<file path="src/rtl/bsg_idiv_unsigned_recip_pipe_pkg.sv">
// Shared types and width helpers for the reciprocal-multiply unsigned divider.
package bsg_idiv_recip_pkg;

    // Divisor-configuration FSM states
    typedef enum logic [1:0] {
        eIdle,
        eInit,
        eCalc,
        eDone
    } cfg_state_e;

    // Shift constant is ceil(log2 d) for d < 2^D, so it never exceeds D
    function automatic int recip_shift_width(input int denom_width);
        return $clog2(denom_width + 1);
    endfunction

    // Multiply constant lies in [2^N, 2^(N+1)), so it needs N+1 bits
    function automatic int recip_multiply_width(input int numer_width);
        return numer_width + 1;
    endfunction

endpackage

</file>
<file path="src/rtl/bsg_idiv_unsigned_recip_pipe_cfg_calc.sv">
// Divisor configuration engine: latches a raw divisor, finds its shift,
// derives ceil(2^(s+N)/d) with a bit-serial restoring divider and publishes
// the constants used by the streaming datapath.
module bsg_idiv_recip_cfg_calc
    import bsg_idiv_recip_pkg::*;
#(
    parameter int numer_width_p    = 32,
    parameter int denom_width_p    = 32,
    parameter int shift_width_p    = recip_shift_width(denom_width_p),
    parameter int multiply_width_p = recip_multiply_width(numer_width_p)
) (
    input  logic                        clk_i,
    input  logic                        reset_i,
    input  logic                        cfg_v_i,
    input  logic [denom_width_p-1:0]    cfg_denom_i,
    output logic                        cfg_ready_o,
    output logic [denom_width_p-1:0]    divisor_o,
    output logic [shift_width_p-1:0]    shift_o,
    output logic [multiply_width_p-1:0] multiply_o,
    output logic                        zero_o
);

    localparam int D  = denom_width_p;
    localparam int SW = shift_width_p;
    localparam int MW = multiply_width_p;
    localparam int CW = $clog2(numer_width_p + 1);

    cfg_state_e    state_q;
    logic [D-1:0]  d_q;
    logic [SW-1:0] s_q;
    logic          zero_pend_q;
    logic [D:0]    r_q;
    logic [MW-1:0] q_q;
    logic [CW-1:0] cnt_q;

    logic [D-1:0]  divisor_q;
    logic [SW-1:0] shift_q;
    logic [MW-1:0] multiply_q;
    logic          zero_q;

    logic [D-1:0]  dm1;
    logic [SW-1:0] s_d;
    logic [D:0]    r_shl;
    logic [D:0]    r_sub;
    logic          r_ge;

    // Shift encoder: ceil(log2 d) is one past the top set bit of d-1 (0 for d=1)
    always_comb begin
        dm1 = cfg_denom_i - D'(1);
        s_d = '0;
        for (int i = 0; i < D; i++) begin
            if (dm1[i]) s_d = SW'(i + 1);
        end
    end

    // One restoring-division step; r < d always, so doubling fits in D+1 bits
    always_comb begin
        r_shl = r_q << 1;
        r_ge  = (r_shl >= {1'b0, d_q});
        r_sub = r_shl - {1'b0, d_q};
    end

    // Config FSM with the published constant registers
    always_ff @(posedge clk_i) begin
        if (reset_i) begin
            state_q     <= eIdle;
            zero_pend_q <= 1'b0;
            divisor_q   <= D'(1);
            shift_q     <= '0;
            multiply_q  <= MW'(1) << numer_width_p;
            zero_q      <= 1'b0;
        end else begin
            case (state_q)
                eIdle: begin
                    if (cfg_v_i) begin
                        d_q         <= cfg_denom_i;
                        s_q         <= s_d;
                        zero_pend_q <= (cfg_denom_i == '0);
                        state_q     <= (cfg_denom_i == '0) ? eDone : eInit;
                    end
                end
                eInit: begin
                    // Leading quotient bit is always 1 since 2^(s-1) < d <= 2^s;
                    // it is shifted up into bit N over the following N steps.
                    q_q     <= MW'(1);
                    r_q     <= ((D + 1)'(1) << s_q) - {1'b0, d_q};
                    cnt_q   <= CW'(numer_width_p - 1);
                    state_q <= eCalc;
                end
                eCalc: begin
                    q_q <= {q_q[MW-2:0], r_ge};
                    r_q <= r_ge ? r_sub : r_shl;
                    if (cnt_q == '0) begin
                        state_q <= eDone;
                    end else begin
                        cnt_q <= cnt_q - CW'(1);
                    end
                end
                eDone: begin
                    if (zero_pend_q) begin
                        divisor_q  <= '0;
                        shift_q    <= '0;
                        multiply_q <= MW'(1) << numer_width_p;
                        zero_q     <= 1'b1;
                    end else begin
                        // Round up: a nonzero remainder means the quotient was truncated
                        divisor_q  <= d_q;
                        shift_q    <= s_q;
                        multiply_q <= q_q + MW'(r_q != '0);
                        zero_q     <= 1'b0;
                    end
                    state_q <= eIdle;
                end
                default: state_q <= eIdle;
            endcase
        end
    end

    assign cfg_ready_o = (state_q == eIdle);
    assign divisor_o   = divisor_q;
    assign shift_o     = shift_q;
    assign multiply_o  = multiply_q;
    assign zero_o      = zero_q;

endmodule

</file>
<file path="src/rtl/bsg_idiv_unsigned_recip_pipe.sv">
// Two-stage streaming unsigned divider: x/d and x%d via multiply by a
// precomputed reciprocal. Constants ride along with each operand so a
// reconfiguration never disturbs results already in flight.
module bsg_idiv_unsigned_recip_pipe
    import bsg_idiv_recip_pkg::*;
#(
    parameter int numer_width_p    = 32,
    parameter int denom_width_p    = 32,
    parameter int shift_width_p    = recip_shift_width(denom_width_p),
    parameter int multiply_width_p = recip_multiply_width(numer_width_p)
) (
    input  logic                     clk_i,
    input  logic                     reset_i,
    input  logic                     cfg_v_i,
    input  logic [denom_width_p-1:0] cfg_denom_i,
    output logic                     cfg_ready_o,
    input  logic                     v_i,
    input  logic [numer_width_p-1:0] numer_i,
    output logic                     ready_o,
    output logic                     v_o,
    output logic [numer_width_p-1:0] quotient_o,
    output logic [numer_width_p-1:0] remainder_o,
    input  logic                     ready_i
);

    localparam int N  = numer_width_p;
    localparam int D  = denom_width_p;
    localparam int SW = shift_width_p;
    localparam int MW = multiply_width_p;
    localparam int PW = MW + N;

    // Divide-by-zero saturates the quotient to all ones
    function automatic logic [N-1:0] sat_quot(input logic zero, input logic [N-1:0] q);
        return zero ? '1 : q;
    endfunction

    // Divide-by-zero leaves the numerator as the remainder
    function automatic logic [N-1:0] sat_rem(input logic zero, input logic [N-1:0] numer,
                                             input logic [N-1:0] r);
        return zero ? numer : r;
    endfunction

    logic [D-1:0]  cfg_div;
    logic [SW-1:0] cfg_shift;
    logic [MW-1:0] cfg_mult;
    logic          cfg_zero;

    bsg_idiv_recip_cfg_calc #(
        .numer_width_p   (numer_width_p),
        .denom_width_p   (denom_width_p),
        .shift_width_p   (shift_width_p),
        .multiply_width_p(multiply_width_p)
    ) u_cfg (
        .clk_i      (clk_i),
        .reset_i    (reset_i),
        .cfg_v_i    (cfg_v_i),
        .cfg_denom_i(cfg_denom_i),
        .cfg_ready_o(cfg_ready_o),
        .divisor_o  (cfg_div),
        .shift_o    (cfg_shift),
        .multiply_o (cfg_mult),
        .zero_o     (cfg_zero)
    );

    logic          vld_p1_q, vld_p2_q;
    logic          adv_p1, adv_p2, in_fire;

    logic [PW-1:0] prod_p1_q;
    logic [N-1:0]  numer_p1_q;
    logic [D-1:0]  div_p1_q;
    logic [SW-1:0] shift_p1_q;
    logic          zero_p1_q;

    logic [PW-1:0] prod_d;
    logic [MW-1:0] hi_d;
    logic [N-1:0]  quot_d, rem_d;

    logic [N-1:0]  quot_p2_q, rem_p2_q;

    assign adv_p2  = ~vld_p2_q | ready_i;
    assign adv_p1  = ~vld_p1_q | adv_p2;
    assign ready_o = cfg_ready_o & adv_p1;
    assign in_fire = v_i & ready_o;

    // Stage 1 inputs: full-width reciprocal product
    assign prod_d = PW'(cfg_mult) * PW'(numer_i);

    // Stage 2 inputs: scale the product down, then back-multiply for the remainder
    always_comb begin
        hi_d   = MW'(prod_p1_q >> N);
        quot_d = N'(hi_d >> shift_p1_q);
        rem_d  = numer_p1_q - quot_d * N'(div_p1_q);
    end

    // Pipeline valids
    always_ff @(posedge clk_i) begin
        if (reset_i) begin
            vld_p1_q <= 1'b0;
            vld_p2_q <= 1'b0;
        end else begin
            if (adv_p1) vld_p1_q <= in_fire;
            if (adv_p2) vld_p2_q <= vld_p1_q;
        end
    end

    // ---- stage 1: product and the constants this operand was accepted under ----
    always_ff @(posedge clk_i) begin
        if (in_fire) begin
            prod_p1_q  <= prod_d;
            numer_p1_q <= numer_i;
            div_p1_q   <= cfg_div;
            shift_p1_q <= cfg_shift;
            zero_p1_q  <= cfg_zero;
        end
    end

    // ---- stage 2: quotient and remainder, held while the consumer stalls ----
    always_ff @(posedge clk_i) begin
        if (adv_p2 && vld_p1_q) begin
            quot_p2_q <= sat_quot(zero_p1_q, quot_d);
            rem_p2_q  <= sat_rem(zero_p1_q, numer_p1_q, rem_d);
        end
    end

    assign v_o         = vld_p2_q;
    assign quotient_o  = quot_p2_q;
    assign remainder_o = rem_p2_q;

endmodule

</file>
<file path="config.mk">
export PLATFORM = sky130hd
export DESIGN_NAME = bsg_idiv_unsigned_recip_pipe
export DESIGN_NICKNAME = d
export VERILOG_FILES = /design/src/rtl/bsg_idiv_unsigned_recip_pipe_pkg.sv /design/src/rtl/bsg_idiv_unsigned_recip_pipe_cfg_calc.sv /design/src/rtl/bsg_idiv_unsigned_recip_pipe.sv
export SDC_FILE = /design/constraint.sdc
export NUM_CORES = 2
export LEC_CHECK = 0
export ABC_AREA = 1
export CAP_MARGIN = 15
export CELL_PAD_IN_SITES_DETAIL_PLACEMENT = 1
export CELL_PAD_IN_SITES_GLOBAL_PLACEMENT = 1
export CORE_ASPECT_RATIO = 1.5
export CORE_MARGIN = 3
export CORE_UTILIZATION = 50
export DETAILED_ROUTE_END_ITERATION = 12
export GPL_ROUTABILITY_DRIVEN = 0
export PLACE_DENSITY = 0.89
export SLEW_MARGIN = 20
export SYNTH_ARGS = -nofsm -noshare
export SYNTH_HDL_FRONTEND = slang
export SYNTH_SLANG_ARGS = --single-unit
</file>
<file path="constraint.sdc">
create_clock -name clk_i -period 11.35 [get_ports clk_i]
set_clock_uncertainty 0.05 [all_clocks]
set_input_delay 2.27 -clock clk_i [delete_from_list [all_inputs] [get_ports clk_i]]
set_output_delay 2.27 -clock clk_i [all_outputs]
set_load 0.02 [all_outputs]
</file>
==> qor.yml <==
status: "finished clean"
dr.pass1.iters: 10
drt_iter0_markers: 7221
numPortBuffers: 135
antenna_found_initial: 41
cp.required_ns: 11.67
cpMostUsedCell: "inv_1"
cts.sinks: 355
crit_type: "in2reg"
tightestPinTransition_ns: 1.47
overflow: 0
die_h_um: 465
wl_per_cell_um: 30.8
r2r-end: "remainder_o[30]$_DFFE_PP_"
setup_violations: 0
critPathSlowestCell: "fa_2"
wl_um: 324000
cts_tree: "built"
vias: 65400
yosys_warnings: 0
holdBufCountCts: 0
hold_depth: 0
fin_crit_ns: 11.31
syn-cell-area_um2: 70100
crit_path_end_kind: "flop"
grt_pass1_wl_um: 471000
maxSlewViolCount: 0
yosysTopAreaCell: "fa_1"
cts_resized: 0
holdCritPathClass: "reg2reg"
area_growth_pct: 6.96
finalNonFillerCells: 10500
grt_pass1_vias: 75700
post_cts_buffers: 0
r2r_slack_ns: 0.22
ctsRootBufferMaster: "clkbuf_16"
clkLatencyLatePin_ns: 0.72
r2r-start: "shift_p1_q[2]$_DFFE_PP_"
syn_inst: 8652
placed_cells: 10400
hold_viol_final: 0
final_nets: 10500
core_um2: 139000
cp.arrival_ns: 11.63
synth_area_leaders: "fa_1, nand2_1, inv_1"
clk_pin_slew_ns: 0.07
max_stage_delay_ns: 1.01
cp_max_fo: 20
start_util: 0.506
critPathLaunchType: "primary input"
holdCritStartpoint: "u_cfg.divisor_o[5]$_SDFFE_PP0N_"
die_x_um: 312
fin_hold_ws_ns: 0.322
avgSynthCellArea_um2: 8.11
fp.dieArea_um2: 145000
tns_ns: 0
hpwlAfterDp_um: 230000
crit_family: "adder cells"
cts_made_buffers: 38
io_pins: 136
grt_max_degree: 78
viasPerCell: 6.23
ys_seq_area_frac: 0.141
slew-limit-headroom: 0.0200
drive_gt1_frac: 0.0382
rr_worst_depth: 32
min_to: "div_p1_q[5]$_DFFE_PP_"
cts.htree.levels: 2
drv_cap: 0
syn-num-nets: 10600
critPathBufInv: 10
drc: 0
fin_crit_sh: 0.996
synth_top_area_frac: 0.391
cts_max_path_buffers: 3
grt_usage: 0.445
synth_cell_types: 59
row_count: 167
ys_ff_latch: 355
fmax_mhz: 88.4
detail-route-antenna-nets: 0
-- state kept, by name, indices dropped and copies added (netlist names) --
| name | cells |
|---|---|
| prod_p1_q | 33 |
| u_cfg.q_q | 33 |
| zero_p1_q | 1 |
| u_cfg.divisor_o | 32 |
| u_cfg.state_q | 2 |
| u_cfg.zero_o | 1 |
| shift_p1_q | 6 |
| quotient_o | 32 |
| u_cfg.multiply_o | 33 |
| vld_p1_q | 1 |
| u_cfg.shift_o | 6 |
| u_cfg.d_q | 32 |
| numer_p1_q | 32 |
| remainder_o | 32 |
| u_cfg.cnt_q | 6 |
| u_cfg.r_q | 33 |
| div_p1_q | 32 |
| u_cfg.zero_pend_q | 1 |
| v_o | 1 |
| u_cfg.s_q | 6 |
-- worst max path at each step --
stage,from,endpoint,slack [ns],depth (start not counted)
floorplan,numer_i[5],prod_p1_q[61]$_DFFE_PP_,2.14,30
global placement,numer_i[5],prod_p1_q[61]$_DFFE_PP_,0.70,28
detailed placement,numer_i[5],prod_p1_q[61]$_DFFE_PP_,0.35,28
CTS,shift_p1_q[2]$_DFFE_PP_,remainder_o[30]$_DFFE_PP_,0.53,32
global route,numer_i[3],prod_p1_q[60]$_DFFE_PP_,-0.19,34
finish,numer_i[2],prod_p1_q[60]$_DFFE_PP_,0.04,34
-- area by class of cell --
cell class                 count  area (um2)
fill                       16800       63700
multi-input combinational   5641       50300
sequential                   355        9900
inverter                    2248        8450
timing repair buffer         306        2700
tap                         1859        2330
clock buffer                  42         987
clock inverter                28         308
antenna                       24        60.1
-- stage by stage --
step                      setup slack, ns  utilization  instance area, um2
final                              0.0428        0.541               75000
after global routing               -0.189        0.540               75000
after CTS                           0.531        0.539               74800
after detailed placement            0.351        0.530               73500
after global placement              0.700        0.530               73500
after floorplan                      2.14            -               70100
-- per-layer routing --
metal,vias up,share of wire,routed length (um),track usage
li1,25200,-,-,-
met1,32000,0.28,90200,0.410
met2,5293,0.46,148000,0.708
met3,2874,0.12,40000,0.187
met4,30,0.14,45000,0.474
met5,-,0.00099,320,0.0124
-- Yosys cell counts (all sizes together) --
master and n:
clkinv 3, a211oi 6, buf 39, nor3b 1, a41oi 1, mux2i 1, nor4 26, fa 1370
o22ai 13, nor4b 1, a311oi 1, xnor2 53, inv 2245, or2 28, a31o 3, nand2 2250
nand3 172, a311o 1, or3 3, nand4 41, and3 2, a31oi 29, a21boi 9, and2 7
o21a 21, xor2 83, nor3 31, clkbuf 369, dfxtp 77, o31ai 7, a221oi 8, o21ai 176
o211ai 28, ha 480, o2111ai 2, edfxtp 278, a21oi 310, nor2 439, o311ai 2, nand3b 13
o21bai 13, o221ai 5, a21o 5
-- kinds of logic (layout without fill, tap and decap cells) --
| family | after synthesis | after routing | synth area share |
|---|---|---|---|
| AND/OR/NAND/NOR | 3014 | 3014 | 0.171 |
| AO/OA/AOI/OAI | 640 | 640 | 0.0508 |
| buffers and inverters | 2656 | 2624 | 0.143 |
| flip-flops | 355 | 355 | 0.141 |
| other | 0 | 24 | 0 |
| XOR/XNOR | 136 | 136 | 0.0170 |
| adder cells (fa/ha/maj) | 1850 | 1850 | 0.477 |
| multiplexers | 1 | 1 | 0.000143 |
-- placed cells by master (no fill, tap or decap), types with 15 or more instances in the layout --
cell             netlist  routed
diode_2                0      24
nand3_1              169     168
o21ai_1               27      29
o211ai_1              28      28
clkdlybuf4s50_1        0     119
or2_2                 23      23
ha_1                 480     479
a21oi_1              310     308
fa_1                1370    1365
o21ai_0              149     147
dfxtp_1               77      72
nand2_1             2240    2235
nor3_1                29      29
nand4_1               38      38
buf_4                  6     167
xnor2_1               53      53
a31oi_1               29      29
clkbuf_16              0      39
inv_1               2236    2233
nor4_1                26      26
o21a_1                21      21
nand2_2               10      15
nor2_1               427     422
xor2_1                83      83
edfxtp_1             278     278
Power is left out: the tool's default activity adds up to more than one toggle a clock period on the data nets, which glitch-free logic cannot reach.
